**src/rtl/bsg_manycore_mem_responder_pkg.sv**
```systemverilog
// Shared op/return encodings and link_sif width helpers for the memory responder endpoint.
package bsg_manycore_mem_responder_pkg;

  localparam int reg_id_width_gp = 5;

  typedef enum logic [1:0] {
    e_remote_load  = 2'd0,
    e_remote_store = 2'd1,
    e_remote_amo   = 2'd2,
    e_cache_op     = 2'd3
  } op_e;

  typedef enum logic [1:0] {
    e_return_credit   = 2'd0,
    e_return_int_wb   = 2'd1,
    e_return_float_wb = 2'd2,
    e_return_ifetch   = 2'd3
  } return_type_e;

  // Request: addr, op, op_ex, reg_id, payload, src_y, src_x, y_cord, x_cord (MSB first)
  function automatic int packet_width(int a, int d, int x, int y);
    return a + 2 + d / 8 + reg_id_width_gp + d + 2 * y + 2 * x;
  endfunction

  // Return: pkt_type, data, reg_id, src_y, src_x, y_cord, x_cord (MSB first)
  function automatic int return_packet_width(int d, int x, int y);
    return 2 + d + reg_id_width_gp + 2 * y + 2 * x;
  endfunction

  // Each direction carries {v, packet, ready_and_rev}; forward half sits above reverse half.
  function automatic int bsg_manycore_link_sif_width(int a, int d, int x, int y);
    return packet_width(a, d, x, y) + return_packet_width(d, x, y) + 4;
  endfunction

endpackage

```
**src/rtl/bsg_manycore_mem_responder_fifo.sv**
```systemverilog
// Two-entry ready/valid FIFO; ready is held low while reset is asserted.
module bsg_manycore_mem_responder_fifo #(
  parameter int width_p = 8
) (
  input  logic               clk_i,
  input  logic               reset_n_i,
  input  logic               v_i,
  input  logic [width_p-1:0] data_i,
  output logic               ready_o,
  output logic               v_o,
  output logic [width_p-1:0] data_o,
  input  logic               yumi_i
);

  logic [width_p-1:0] mem_r [2];
  logic               wptr_r;
  logic               rptr_r;
  logic [1:0]         count_r;
  logic               enq;
  logic               deq;

  assign ready_o = reset_n_i & (count_r != 2'd2);
  assign v_o     = (count_r != 2'd0);
  assign data_o  = mem_r[rptr_r];
  assign enq     = v_i & ready_o;
  assign deq     = yumi_i & v_o;

  always_ff @(posedge clk_i) begin
    if (!reset_n_i) begin
      wptr_r  <= 1'b0;
      rptr_r  <= 1'b0;
      count_r <= 2'd0;
    end else begin
      if (enq) wptr_r <= ~wptr_r;
      if (deq) rptr_r <= ~rptr_r;
      count_r <= count_r + {1'b0, enq} - {1'b0, deq};
    end
  end

  always_ff @(posedge clk_i) begin
    if (enq) mem_r[wptr_r] <= data_i;
  end

endmodule

```
**src/rtl/bsg_manycore_mem_responder_mem.sv**
```systemverilog
// Single-port synchronous RAM with per-byte write mask; contents survive reset.
module bsg_manycore_mem_responder_mem #(
  parameter int width_p  = 32,
  parameter int els_p    = 64,
  parameter int lg_els_p = 6
) (
  input  logic                  clk_i,
  input  logic                  v_i,
  input  logic                  w_i,
  input  logic [lg_els_p-1:0]   addr_i,
  input  logic [width_p-1:0]    data_i,
  input  logic [width_p/8-1:0]  write_mask_i,
  output logic [width_p-1:0]    data_o
);

  logic [width_p-1:0] mem_r [els_p];

  always_ff @(posedge clk_i) begin
    if (v_i & ~w_i) data_o <= mem_r[addr_i];
    if (v_i & w_i) begin
      for (int i = 0; i < width_p / 8; i++) begin
        if (write_mask_i[i]) mem_r[addr_i][8*i +: 8] <= data_i[8*i +: 8];
      end
    end
  end

endmodule

```
**src/rtl/bsg_manycore_mem_responder.sv**
```systemverilog
// Terminating manycore endpoint: serves remote loads/stores from local memory, one response per request.
module bsg_manycore_mem_responder
  import bsg_manycore_mem_responder_pkg::*;
#(
  parameter int addr_width_p   = 8,
  parameter int data_width_p   = 32,
  parameter int x_cord_width_p = 4,
  parameter int y_cord_width_p = 3,
  parameter int mem_els_p      = 64,
  localparam int link_sif_width_lp = bsg_manycore_link_sif_width(
    addr_width_p, data_width_p, x_cord_width_p, y_cord_width_p)
) (
  input  logic                         clk_i,
  input  logic                         reset_n_i,
  input  logic [link_sif_width_lp-1:0] link_sif_i,
  output logic [link_sif_width_lp-1:0] link_sif_o,
  input  logic [x_cord_width_p-1:0]    my_x_i,
  input  logic [y_cord_width_p-1:0]    my_y_i,
  output logic                         error_o
);

  localparam int mask_width_lp = data_width_p / 8;
  localparam int lg_mem_els_lp = (mem_els_p > 1) ? $clog2(mem_els_p) : 1;
  localparam logic [addr_width_p:0] mem_els_lim_lp = (addr_width_p + 1)'(mem_els_p);

  typedef enum logic {e_idle, e_resp} state_e;

  typedef struct packed {
    logic [addr_width_p-1:0]    addr;
    logic [1:0]                 op;
    logic [mask_width_lp-1:0]   op_ex;
    logic [reg_id_width_gp-1:0] reg_id;
    logic [data_width_p-1:0]    payload;
    logic [y_cord_width_p-1:0]  src_y;
    logic [x_cord_width_p-1:0]  src_x;
    logic [y_cord_width_p-1:0]  y_cord;
    logic [x_cord_width_p-1:0]  x_cord;
  } packet_s;

  typedef struct packed {
    logic [1:0]                 pkt_type;
    logic [data_width_p-1:0]    data;
    logic [reg_id_width_gp-1:0] reg_id;
    logic [y_cord_width_p-1:0]  src_y;
    logic [x_cord_width_p-1:0]  src_x;
    logic [y_cord_width_p-1:0]  y_cord;
    logic [x_cord_width_p-1:0]  x_cord;
  } return_packet_s;

  typedef struct packed {logic v; packet_s data; logic ready_and_rev;} fwd_link_s;
  typedef struct packed {logic v; return_packet_s data; logic ready_and_rev;} rev_link_s;
  typedef struct packed {fwd_link_s fwd; rev_link_s rev;} link_sif_s;

  link_sif_s link_in;
  link_sif_s link_out;
  assign link_in    = link_sif_i;
  assign link_sif_o = link_out;

  logic                    fifo_v;
  logic                    fifo_ready;
  logic                    fifo_yumi;
  logic [$bits(packet_s)-1:0] fifo_data;
  packet_s                 req;

  bsg_manycore_mem_responder_fifo #(.width_p($bits(packet_s))) fifo (
    .clk_i    (clk_i),
    .reset_n_i(reset_n_i),
    .v_i      (link_in.fwd.v),
    .data_i   (link_in.fwd.data),
    .ready_o  (fifo_ready),
    .v_o      (fifo_v),
    .data_o   (fifo_data),
    .yumi_i   (fifo_yumi)
  );
  assign req = fifo_data;

  state_e                     state_r;
  logic [1:0]                 resp_type_r;
  logic [reg_id_width_gp-1:0] resp_reg_id_r;
  logic [x_cord_width_p-1:0]  dest_x_r;
  logic [y_cord_width_p-1:0]  dest_y_r;
  logic [x_cord_width_p-1:0]  src_x_r;
  logic [y_cord_width_p-1:0]  src_y_r;
  logic                       load_ok_r;
  logic                       error_r;

  logic                    is_load;
  logic                    is_store;
  logic                    in_range;
  logic                    access;
  logic                    access_err;
  logic [data_width_p-1:0] mem_data;

  assign is_load    = (req.op == e_remote_load);
  assign is_store   = (req.op == e_remote_store);
  assign in_range   = ({1'b0, req.addr} < mem_els_lim_lp);
  assign access     = (state_r == e_idle) & fifo_v;
  assign fifo_yumi  = access;
  assign access_err = access & (~in_range | ~(is_load | is_store));

  // Out-of-range and unknown ops never touch the array; the response is still produced.
  bsg_manycore_mem_responder_mem #(
    .width_p (data_width_p),
    .els_p   (mem_els_p),
    .lg_els_p(lg_mem_els_lp)
  ) mem (
    .clk_i       (clk_i),
    .v_i         (access & in_range & (is_load | is_store)),
    .w_i         (is_store),
    .addr_i      (req.addr[lg_mem_els_lp-1:0]),
    .data_i      (req.payload),
    .write_mask_i(req.op_ex),
    .data_o      (mem_data)
  );

  always_ff @(posedge clk_i) begin
    if (!reset_n_i) begin
      state_r       <= e_idle;
      resp_type_r   <= e_return_credit;
      resp_reg_id_r <= '0;
      dest_x_r      <= '0;
      dest_y_r      <= '0;
      src_x_r       <= '0;
      src_y_r       <= '0;
      load_ok_r     <= 1'b0;
      error_r       <= 1'b0;
    end else begin
      error_r <= error_r | access_err | link_in.rev.v;
      case (state_r)
        e_idle: if (fifo_v) begin
          state_r       <= e_resp;
          resp_type_r   <= is_load ? e_return_int_wb : e_return_credit;
          resp_reg_id_r <= req.reg_id;
          dest_x_r      <= req.src_x;
          dest_y_r      <= req.src_y;
          src_x_r       <= my_x_i;
          src_y_r       <= my_y_i;
          load_ok_r     <= is_load & in_range;
        end
        e_resp: if (link_in.rev.ready_and_rev) state_r <= e_idle;
        default: state_r <= e_idle;
      endcase
    end
  end

  // Read data is taken straight from the RAM register; it holds because the RAM idles in RESP.
  always_comb begin
    link_out                      = '0;
    link_out.fwd.ready_and_rev    = fifo_ready;
    link_out.rev.ready_and_rev    = 1'b1;
    link_out.rev.v                = (state_r == e_resp);
    link_out.rev.data.pkt_type    = resp_type_r;
    link_out.rev.data.data        = load_ok_r ? mem_data : '0;
    link_out.rev.data.reg_id      = resp_reg_id_r;
    link_out.rev.data.src_y       = src_y_r;
    link_out.rev.data.src_x       = src_x_r;
    link_out.rev.data.y_cord      = dest_y_r;
    link_out.rev.data.x_cord      = dest_x_r;
  end

  assign error_o = error_r;

  logic unused_bits;
  assign unused_bits = ^{link_in.fwd.ready_and_rev, link_in.rev.data, req.y_cord, req.x_cord};

endmodule

```
**config.mk**
```make
export PLATFORM = sky130hd
export DESIGN_NAME = bsg_manycore_mem_responder
export DESIGN_NICKNAME = d
export VERILOG_FILES = /design/src/rtl/bsg_manycore_mem_responder_pkg.sv /design/src/rtl/bsg_manycore_mem_responder_fifo.sv /design/src/rtl/bsg_manycore_mem_responder_mem.sv /design/src/rtl/bsg_manycore_mem_responder.sv
export SDC_FILE = /design/constraint.sdc
export NUM_CORES = 2
export LEC_CHECK = 0
export CAP_MARGIN = 30
export CORE_ASPECT_RATIO = 1.2
export CORE_MARGIN = 2
export CORE_UTILIZATION = 45
export CTS_CLUSTER_SIZE = 8
export DETAILED_ROUTE_END_ITERATION = 16
export PLACE_DENSITY = 0.69
export SETUP_SLACK_MARGIN = 0.05
export SYNTH_ARGS = -nofsm -noshare
export SYNTH_HDL_FRONTEND = slang
export SYNTH_SLANG_ARGS = --single-unit
```
**constraint.sdc**
```tcl
create_clock -name clk_i -period 4.3 [get_ports clk_i]
set_input_delay 0.645 -clock clk_i [delete_from_list [all_inputs] [get_ports clk_i]]
set_output_delay 0.645 -clock clk_i [all_outputs]
set_load 0.005 [all_outputs]
```
==> results_dict.tcl <==
set metrics [dict create \
    initial_core_util 0.453 \
    holdPathStages 3 \
    fp-row-count 171 \
    clock.fmax_mhz 269 \
    leakagePower_nw 29.8 \
    timing.final.crit_period_ps 3720 \
    synth_top_area_cell "edfxtp_1" \
    die_h_um 472 \
    nets 5184 \
    post_cts_buffers 0 \
    drt_wl_total_mm 215 \
    first_pass_iters 6 \
    synth_ff_type "edfxtp_1" \
    drt_iter0_drc 5885 \
    worst-setup-path-type "reg -> reg" \
    peakVddDrop_mv 0.397 \
    maxSlewViolCount 0 \
    die_w_um 394 \
    dpl.cell_count 7129 \
    gp_congestion 0.828 \
    crit_path_end_kind "register" \
    cts_tree "built" \
    drc 0 \
    nFillCells 13700 \
    grt_pass1_vias 46500 \
    synth-edff-count 2196 \
    yosysTopAreaCellShare 0.803 \
    yosysSeqAreaShare 0.810 \
    fin_cells 7513 \
    setup_viol 0 \
    hold_viol 0 \
    r2r_slack_ps 580 \
    synthCells 4525 \
    cts.path.max_buffers 4 \
    synth_area_sq_um 82100 \
    post_cts_resized 0 \
    port_buffers 124 \
    netlist-cell-type-count 45 \
    grt_antenna_before_repair 10 \
    core_sq_um 181000 \
    grt_max_degree 114 \
    track_usage 0.226 \
    vias_per_cell 6.23 \
    drive_gt1_frac 0.167 \
    h-tree-depth 5 \
    dieArea_sq_um 186000 \
    gr-total-overflow 0 \
    wl_per_cell_um 28.6 \
    avgSynthCellArea_sq_um 18.1 \
    reg2reg_depth 5 \
    status "finished, final reports clean" \
    cts_buffers 328 \
    yosysWarnings 0 \
    required_ps 4820 \
    syn_to_final_growth_pct 17.8 \
    ioPinCount 254 \
    cts_root_buf "clkbuf_16" \
    synthArstFlopShare 0 \
    min_to "src_y_r[0]" \
    worst_slew_pin_slew_ps 1040 \
    path_clk_slew_ps 50 \
    skew_ps 54.7 \
    grt_setup_unrepaired "false" \
    dp_hpwl_mm 130 \
    min_period_over_period 0.865 \
    num_vias 46800 \
    powerDensity_nw_per_um2 552 \
    cap_viol_max_count 0 \
    cp_max_fo 29 \
    hold_path.startpoint "my_y_i[0]" \
    clock-sinks 2224 \
    finalSetupTns_ps 0 \
    ant_nets 0 \
    worst_slew_margin_rel 0.302 \
    arrival_ps 4240 \
    cts_hold_buf 0 \
    ys_ff_latch 2224 \
    insertion_delay_ps 930 \
    timing.rr.end "mem.mem_r[58][26]" \
    synth_area_leaders "edfxtp_1, a22oi_1, a41oi_1" \
    grt_pass1_wl_mm 311 \
    hold_path_class "in -> reg" \
    worstSetupStartpointType "register" \
]
per-stage QoR:
stage	utilization	instance area [sq um]	hold WS, ps	total power [mW]	worst slack, ps
2_1_floorplan	-	82400	457	28.9	353
3_3_place_gp	0.482	87300	456	31.6	521
3_5_place_dp	0.486	88000	458	31.8	627
4_1_cts	0.533	96600	248	53.5	599
5_1_grt	0.534	96700	290	54.8	457
6_report	0.534	96700	289	53.4	580
per-layer routing:
layer  GRT usage  wire length [um]
met4      0.0820              7040
met2       0.372            105000
met3      0.0490             21600
met1       0.296             80900
met5           0                53
logic make-up (layout without fill, tap and decap cells):
group,Yosys count,count (layout),synth area share
adders and majority gates,2,2,0.000305
DFF,2224,2224,0.810
muxes,52,52,0.00690
AOI/OAI and AO/OA,1320,1320,0.125
xor gates and xnor gates,3,3,0.000320
and+or+nand+nor,514,514,0.0319
buffers and inverters,408,904,0.0252
other,2,72,0.0000915
where the power goes:
part	internal, mW	switching [mW]	total (mW)
Combinational	1.74	4.52	6.26
Sequential	25.2	0.119	25.3
Clock	13.5	8.33	21.8
Yosys cell counts (all sizes together) (8+ instances only):
library cell and n:
nand2b 9, nand4 93, o211a 12, a21boi 10
dfxtp 28, and2 38, edfxtp 2196, a41oi 163
buf 261, mux2i 15, nor3 193, a22oi 1031
a2111oi 22, nor4 10, a21oi 58, nand3 33
mux2 37, o22a 8, nor2 72, nand2 59
clkbuf 141
area by class of cell:
class | count | area, sq um | area share
clock buffer | 355 | 8370 | 0.0866
timing repair buffer | 532 | 4780 | 0.0494
tap | 2422 | 3030 | 0.0313
inverter | 6 | 22.5 | 0.000233
sequential | 2224 | 66500 | 0.688
clock inverter | 11 | 138 | 0.00142
antenna | 4 | 10.0 | 0.000103
multi-input combinational | 1959 | 13900 | 0.143
flip-flops by register name, summed over array words and instances, names as in the netlist, 2 cells and up, named ones only:
signal / cells
src_y_r: 3
fifo.count_r: 2
fifo.mem_r: 116
mem.data_o: 32
src_x_r: 4
dest_x_r: 4
mem.mem_r: 2048
dest_y_r: 3
resp_reg_id_r: 5
worst max-delay path, stage by stage (launching register included):
cell and delay, ps:
dfxtp_4 580, nand2b_1 420, o22ai_4 750, buf_4 490
nand2_1 290, nor2_1 760
how the worst max path moves through the flow:
| stage | start | endpoint | slack [ps] | cells after the start |
|---|---|---|---|---|
| 3_3_place_gp | register | mem.mem_r[17][15] | 520 | 6 |
| 4_1_cts | register | mem.mem_r[56][13] | 600 | 5 |
| 5_1_grt | register | mem.mem_r[58][3] | 460 | 5 |
| 6_report | register | mem.mem_r[58][26] | 580 | 5 |
| 2_1_floorplan | reset_n_i | fifo.mem_r[0][10] | 350 | 3 |
| 3_5_place_dp | register | mem.mem_r[58][27] | 630 | 5 |
placed cells by master (no fill, tap or decap), drive strengths merged, types with 10 or more instances in the layout:
cell type	synthesis	routed
edfxtp	2196	2196
nor2	72	72
inv	5	11
a21oi	58	58
mux2	37	37
nor3	193	193
a41oi	163	163
mux2i	15	15
a2111oi	22	22
a22oi	1031	1031
nand4	93	93
nand2	59	59
and2	38	38
nor4	10	10
buf	261	405
dfxtp	28	28
o211a	12	12
conb	2	68
nand3	33	33
a21boi	10	10
clkbuf	141	358
clkdlybuf4s50	0	124
Note: power is estimated with default switching activity, not from simulation.
